==> src/rtl/serial_subtractor_if.sv <==
// Request/result bundle for the bit-serial subtractor: requester drives start and
// operands; the subtractor returns busy, the done strobe and the registered result.
interface serial_subtractor_if #(
    parameter int WIDTH = 8
);
    logic             start;
    logic [WIDTH-1:0] a;
    logic [WIDTH-1:0] b;
    logic             busy;
    logic             done;
    logic [WIDTH-1:0] diff;
    logic             borrow_out;

    modport master (
        output start, a, b,
        input  busy, done, diff, borrow_out
    );

    modport slave (
        input  start, a, b,
        output busy, done, diff, borrow_out
    );
endinterface

==> src/rtl/serial_subtractor.sv <==
// Bit-serial unsigned subtractor: diff = a - b, LSB first, one full-subtractor
// cell per clock with a registered borrow; done pulses WIDTH cycles after start.
module serial_subtractor #(
    parameter int WIDTH = 8
) (
    input  logic                clk,
    input  logic                rst_n,
    serial_subtractor_if.slave  bus
);
    localparam int CNT_W = $clog2(WIDTH + 1);

    typedef enum logic {IDLE, RUN} state_t;

    state_t           state, state_nxt;
    logic [WIDTH-1:0] sa, sb, res;
    logic [WIDTH-1:0] diff_q;
    logic             br, borrow_q, done_q;
    logic [CNT_W-1:0] cnt;
    logic             cell_d, cell_b;
    logic             last_bit;

    // Full subtractor: {difference, borrow-out} from minuend, subtrahend, borrow-in.
    function automatic logic [1:0] full_sub(input logic a0, input logic b0, input logic bin);
        logic d, bo;
        d  = a0 ^ b0 ^ bin;
        bo = (~a0 & b0) | (~(a0 ^ b0) & bin);
        return {d, bo};
    endfunction

    assign {cell_d, cell_b} = full_sub(sa[0], sb[0], br);
    assign last_bit         = (state == RUN) && (cnt == CNT_W'(WIDTH - 1));

    always_ff @(posedge clk or negedge rst_n) begin
        if (!rst_n) state <= IDLE;
        else        state <= state_nxt;
    end

    always_comb begin
        state_nxt = state;
        if (state == IDLE) begin
            if (bus.start) state_nxt = RUN;
        end else begin
            if (last_bit) state_nxt = IDLE;
        end
    end

    always_ff @(posedge clk or negedge rst_n) begin
        if (!rst_n) begin
            sa       <= '0;
            sb       <= '0;
            res      <= '0;
            br       <= 1'b0;
            cnt      <= '0;
            diff_q   <= '0;
            borrow_q <= 1'b0;
            done_q   <= 1'b0;
        end else begin
            done_q <= 1'b0;
            if (state == IDLE) begin
                if (bus.start) begin
                    sa  <= bus.a;
                    sb  <= bus.b;
                    res <= '0;
                    br  <= 1'b0;
                    cnt <= '0;
                end
            end else begin
                sa  <= sa >> 1;
                sb  <= sb >> 1;
                res <= {cell_d, res[WIDTH-1:1]};
                br  <= cell_b;
                cnt <= cnt + CNT_W'(1);
                // Final bit goes straight into the output register, so diff is whole on done.
                if (last_bit) begin
                    diff_q   <= {cell_d, res[WIDTH-1:1]};
                    borrow_q <= cell_b;
                    done_q   <= 1'b1;
                end
            end
        end
    end

    assign bus.busy       = (state == RUN);
    assign bus.done       = done_q;
    assign bus.diff       = diff_q;
    assign bus.borrow_out = borrow_q;
endmodule

==> src/flat_wrapper.sv <==
// flat-port wrapper written by rule: the top's interface ports become plain ports
module serial_subtractor_flat 
#(
    parameter int WIDTH = 8
)
  (clk, rst_n, bus_start, bus_a, bus_b, bus_busy, bus_done, bus_diff, bus_borrow_out);
  serial_subtractor_if #(.WIDTH(WIDTH)) bus_i ();
  input  logic clk;
  input  logic rst_n;
  input wire logic [$bits(bus_i.start)-1:0] bus_start;
  input wire logic [$bits(bus_i.a)-1:0] bus_a;
  input wire logic [$bits(bus_i.b)-1:0] bus_b;
  output wire logic [$bits(bus_i.busy)-1:0] bus_busy;
  output wire logic [$bits(bus_i.done)-1:0] bus_done;
  output wire logic [$bits(bus_i.diff)-1:0] bus_diff;
  output wire logic [$bits(bus_i.borrow_out)-1:0] bus_borrow_out;
  assign bus_i.start = bus_start;
  assign bus_i.a = bus_a;
  assign bus_i.b = bus_b;
  assign bus_busy = bus_i.busy;
  assign bus_done = bus_i.done;
  assign bus_diff = bus_i.diff;
  assign bus_borrow_out = bus_i.borrow_out;
  serial_subtractor #(.WIDTH(WIDTH)) u_core (.clk(clk), .rst_n(rst_n), .bus(bus_i));
endmodule
==> config.mk <==
export PLATFORM = sky130hd
export DESIGN_NAME = serial_subtractor_flat
export DESIGN_NICKNAME = d
export VERILOG_FILES = /design/src/rtl/serial_subtractor_if.sv /design/src/rtl/serial_subtractor.sv /design/src/flat_wrapper.sv
export SDC_FILE = /design/constraint.sdc
export NUM_CORES = 1
export LEC_CHECK = 0
export ABC_AREA = 1
export CAP_MARGIN = 20
export CORE_ASPECT_RATIO = 0.8
export CORE_MARGIN = 2
export CORE_UTILIZATION = 51
export DETAILED_ROUTE_END_ITERATION = 6
export GPL_TIMING_DRIVEN = 0
export PLACE_DENSITY = 0.83
export SYNTH_ARGS = -nofsm -noshare
export SYNTH_HDL_FRONTEND = slang
export SYNTH_SLANG_ARGS = --single-unit
==> constraint.sdc <==
create_clock -name clk -period 1.46 [get_ports clk]
set_clock_uncertainty 0.1 [all_clocks]
set_input_delay 0.292 -clock clk [delete_from_list [all_inputs] [get_ports clk]]
set_output_delay 0.292 -clock clk [all_outputs]
set_load 0.05 [all_outputs]
### Word level (Yosys, flattened, before mapping)

Cells that the tools add are included.

| storage, ports and cells | value |
|---|---|
| output and inout port bits | 11 |
| flip-flop bits (word level) | 40 |
| word-level logic and storage cells | 36 |
| bits of input ports | 19 |

| operators by class | value |
|---|---|
| equal/unequal tests | 1 |
| bitwise logic cells | 7 |
| multiplexer cells | 15 |
| add/sub/neg operators | 1 |
| reduce and logical (&&, ||, !) cells | 3 |

Operators with widths:

| cell | count |
|---|---|
| 8-bit two-way mux | 6 |
| 4-bit two-way mux | 2 |
| 1-bit two-way mux | 7 |
| 4-bit by 1-bit adder with 4-bit output, second input constant | 1 |
| 4-bit by 3-bit equality test with 1-bit output, second input constant | 1 |
| 1-bit bitwise AND | 2 |
| 1-bit NOT | 2 |
| 2-bit AND reduction | 1 |
| 2-bit nonzero test | 1 |
| 1-bit XOR | 2 |
| 1-bit logical AND | 1 |
| 1-bit bitwise OR | 1 |

### Longest topological paths before layout

| depth | value |
|---|---|
| depth in word-level cells | 5 |
| depth in mapped cells | 7 |
| depth with buffers taken out | 6 |

### Least setup slack after synthesis

Ideal clock, no wire load.

| timing path | value |
|---|---|
| path type | flip-flop to flip-flop |
| start point | register u_core.state, in the netlist u_core.bus.busy |
| end point | register u_core.res[2] |
| slack | 0.054 ns |
| required time | 1.232 ns |
| library setup time | 0.128 ns |
| period minus slack after synthesis | 1.406 ns |
| path buffers | 2 |
| arrival time | 1.179 ns |
| cell stages (with the launch flop) | 6 |
| path through | dfrtp_1 buf_6 nor2_4 buf_6 inv_4 o22ai_1 |

| on the way | value |
|---|---|
| longest elaborated chain between the ends | 1 |
| elaborated cells between the ends (all ways) | 2 |
| those cells by class | mux: 1; reduce/logical: 1 |

RTL lines:

| what | RTL line | RTL |
|---|---|---|
| from (decl) | serial_subtractor.sv:14 | `state_t state, state_nxt;` |
| from (signal assigned) | serial_subtractor.sv:35 | `else state <= state_nxt;` |
| 8-bit two-way mux or 2-bit nonzero test (tied branches) | - |  |
| to (signal assigned) | serial_subtractor.sv:70 | `res <= {cell_d, res[WIDTH-1:1]};` |
| to (decl) | serial_subtractor.sv:15 | `logic [WIDTH-1:0] sa, sb, res;` |

Parallel ways exist; a longest one is shown, timed or not.
A chain may end at the register's enable or synchronous reset.

### Worst setup path after layout

| timing path | value |
|---|---|
| start point | register u_core.diff_q[2], in the netlist u_core.bus.diff[2] |
| end point | output port bus_diff[2] |

RTL lines:

| what | RTL line | RTL |
|---|---|---|
| from (decl) | serial_subtractor.sv:16 | `logic [WIDTH-1:0] diff_q;` |
| from (signal assigned) | serial_subtractor.sv:75 | `diff_q <= {cell_d, res[WIDTH-1:1]};` |
| to (decl) | flat_wrapper.sv:15 | `output wire logic [$bits(bus_i.diff)-1:0] bus_diff;` |

No word-level cell between the ends.

==> impl_metrics.tcl <==
set metrics [dict create \
    status "finished, violations left" \
    violations "negative hold slack" \
    grt-ovfl-total 0 \
    cp_data_required_time_ps 1070 \
    grt_pass1_wl_mm 5.78 \
    rows 18 \
    crit_chain "clkdlybuf4s15_2" \
    synth_compound_area_share_pct 6.07 \
    nFillCells 256 \
    critPathMaxStageDelay_ps 370 \
    grt_pass1_vias 1245 \
    synth_top_cell_area_share_pct 57.7 \
    multi_input_area_um2 598 \
    synth_common_cells "78 x nand2_1, 39 x dfrtp_1, 22 x nand3_1" \
    power_density_nw_per_um2 2240 \
    r2r_slack_ps 140 \
    cts-buffers-inserted 5 \
    postCtsSetupBuffers 0 \
    hold_viol 17 \
    power_uw 4810 \
    area_growth_pct 27.0 \
    finalWirelength_mm 3.28 \
    die_w_um 68.4 \
    synth-edff-count 0 \
    drt_iter0_drc 83 \
    maxCapViolCount 0 \
    cts_tree "yes" \
    crit_buf_inv 1 \
    vias 1297 \
    critPathTopFamily "buffers and inverters" \
    yosys-mux-area-fraction_pct 0 \
    setup_viol 0 \
    crit_arrival_ps 1030 \
    design_area_um2 2150 \
    io_pins 30 \
    synthSimpleGateAreaFrac_pct 27.4 \
    clockBufferDepth 2 \
    synthAdderAreaFrac_pct 1.92 \
    seq_area_um2 976 \
    holdBufCountCts 0 \
    p_leak_uw 0.00107 \
    critPathLaunchType "flop" \
    core_um2 3130 \
    max_freq_ghz 0.704 \
    clkLatencyLatePin_ps 300 \
    synth_seq_area_share_pct 57.7 \
    critPathMaxFanout 2 \
    gr-usage-all-layers_pct 21.0 \
    start_util_pct 54.0 \
    drive_gt1_share_pct 17.3 \
    synthXorXnorAreaFrac_pct 0 \
    finish.utilization_pct 68.6 \
    hold_class "in -> async" \
    yosysTopAreaCell "dfrtp_1" \
    synthFlopType "dfrtp_1" \
    wl_per_cell_um 12.6 \
    critical_path_class "reg -> out" \
    synthesis.nets 204 \
    dp.cells 252 \
    antenna_cells 0 \
    slowest_stage "clkdlybuf4s15_2" \
    r2r_start "u_core.cnt[0]$_DFFE_PN0P_" \
    synth.most_common_cell "nand2_1" \
    io_buffer_count 29 \
    fin_nets 240 \
    holdWs_ps -11.9 \
    fin_cells 260 \
    min_period_ps 1420 \
    synthArstFlopShare_pct 100 \
    reg2reg_to "u_core.bus.busy$_DFF_PN0_" \
    ir_drop_uv 1010 \
    synth_top_family_by_area "simple AND/OR/NAND/NOR gates" \
    avgSynthCellArea_um2 9.24 \
    finalCritPeriodShare_pct 97.3 \
    rsz0062_at_grt "no" \
    tightest_slew_ps 841 \
    drt_pass1_iterations 4 \
    dieArea_um2 3790 \
    routed_via_density 4.99 \
    ctsHtreeMaxLevel 2 \
    synth_cell_types 21 \
    antenna_found_initial 0 \
    drtAntennaViolNets 0 \
    dp_hpwl_mm 2.24 \
    reg2reg_depth 6 \
    clkTransAtPathRegs_ps 80 \
    clock-root-buffer "clkbuf_8" \
    gp_congestion 0.792 \
    yosys_warnings 0 \
    postSynthCellCount 183 \
    slew_viol_final 0 \
    fp.dieH_um 55.5 \
    drc 0 \
    synth_seq_cells 39 \
    cts_num_sinks 39 \
    cp-end-kind "output pin" \
    syn-cell-area_um2 1690 \
    grt_max_degree 40 \
    dpl_cell_area_um2 2030 \
    relSlewSlack_pct 43.9 \
    synth_area_leaders "dfrtp_1 58%, nand2_1 17%, nand3_1 6.5%, inv_1 3.3%, o22ai_2 3.0%" \
]
stage by stage:
stage | TNS (ps) | worst slack [ps]
after CTS | 0 | 29.6
after global placement | -36950 | -897
after floorplan | 0 | 53.7
after detailed placement | -2420 | -161
final | 0 | 39.1
after global routing | 0 | 0.729
sequential cells by signal, indices dropped and copies added, names as in the netlist:
signal and cells:
u_core.bus.diff 8, u_core.sa 8, u_core.sb 8, u_core.res 7, u_core.cnt 4, u_core.br 1
u_core.bus.borrow_out 1, u_core.bus.busy 1, u_core.bus.done 1
area by class of cell:
| class | count | area share, % |
|---|---|---|
| Clock inverter | 2 | 1.63 |
| Sequential cell | 39 | 45.5 |
| Buffer | 5 | 2.16 |
| Clock buffer | 6 | 3.85 |
| Timing Repair Buffer | 29 | 13.3 |
| Tap cell | 40 | 2.33 |
| Inverter | 18 | 3.38 |
| Multi-Input combinational cell | 121 | 27.9 |
layout by cell type (no fill, tap or decap), drive strengths merged:
cell	count
nand3b	1
nor2	5
clkbuf	6
fa	1
nand3	22
bufinv	1
buf	8
dfrtp	39
a21oi	1
o21ai	4
ha	1
nand2	79
inv	18
o211ai	1
clkdlybuf4s50	17
clkdlybuf4s15	9
clkinv	1
o22ai	6
per-layer routing:
layer | wire length [um] | global-route usage (%) | vias to the layer above
met4 | 59 | 8.29 | 0
met3 | 160 | 8.15 | 6
met5 | 0 | 0 | -
li1 | - | - | 647
met1 | 1540 | 30.4 | 614
met2 | 1520 | 28.3 | 30
report_power, final:
| part | switching [uW] | internal [uW] | leakage (uW) | total (uW) |
|---|---|---|---|---|
| combinational | 1370 | 723 | 0.000514 | 2090 |
| sequential | 253 | 1520 | 0.000499 | 1770 |
| clock | 388 | 553 | 0.0000612 | 941 |
worst max-delay path by stage:
stage	from	to	slack (ps)	cells after the start
floorplan	u_core.bus.busy$_DFF_PN0_	u_core.res[2]$_DFFE_PN0P_	50	5
global placement	rst_n	u_core.bus.diff[1]$_DFFE_PN0P_	-900	1
detailed placement	bus_start	u_core.sa[0]$_DFFE_PN0P_	-160	6
CTS	u_core.bus.diff[7]$_DFFE_PN0P_	bus_diff[7]	30	1
global route	u_core.bus.diff[2]$_DFFE_PN0P_	bus_diff[2]	0.7	1
finish	u_core.bus.diff[2]$_DFFE_PN0P_	bus_diff[2]	40	1
cell families after synthesis:
logic type               count (synthesis)
adder cells (fa/ha/maj)                  2
flip-flops                              39
buffers and inverters                   23
AO/OA/AOI/OAI                           12
AND/OR/NAND/NOR                        107
repair_timing:
action,in CTS,in global routing
setup endpoints to repair,11,2
gates cloned,0,0
gates resized for setup,35,3
No activity file was read; power rests on OpenSTA's default activity.
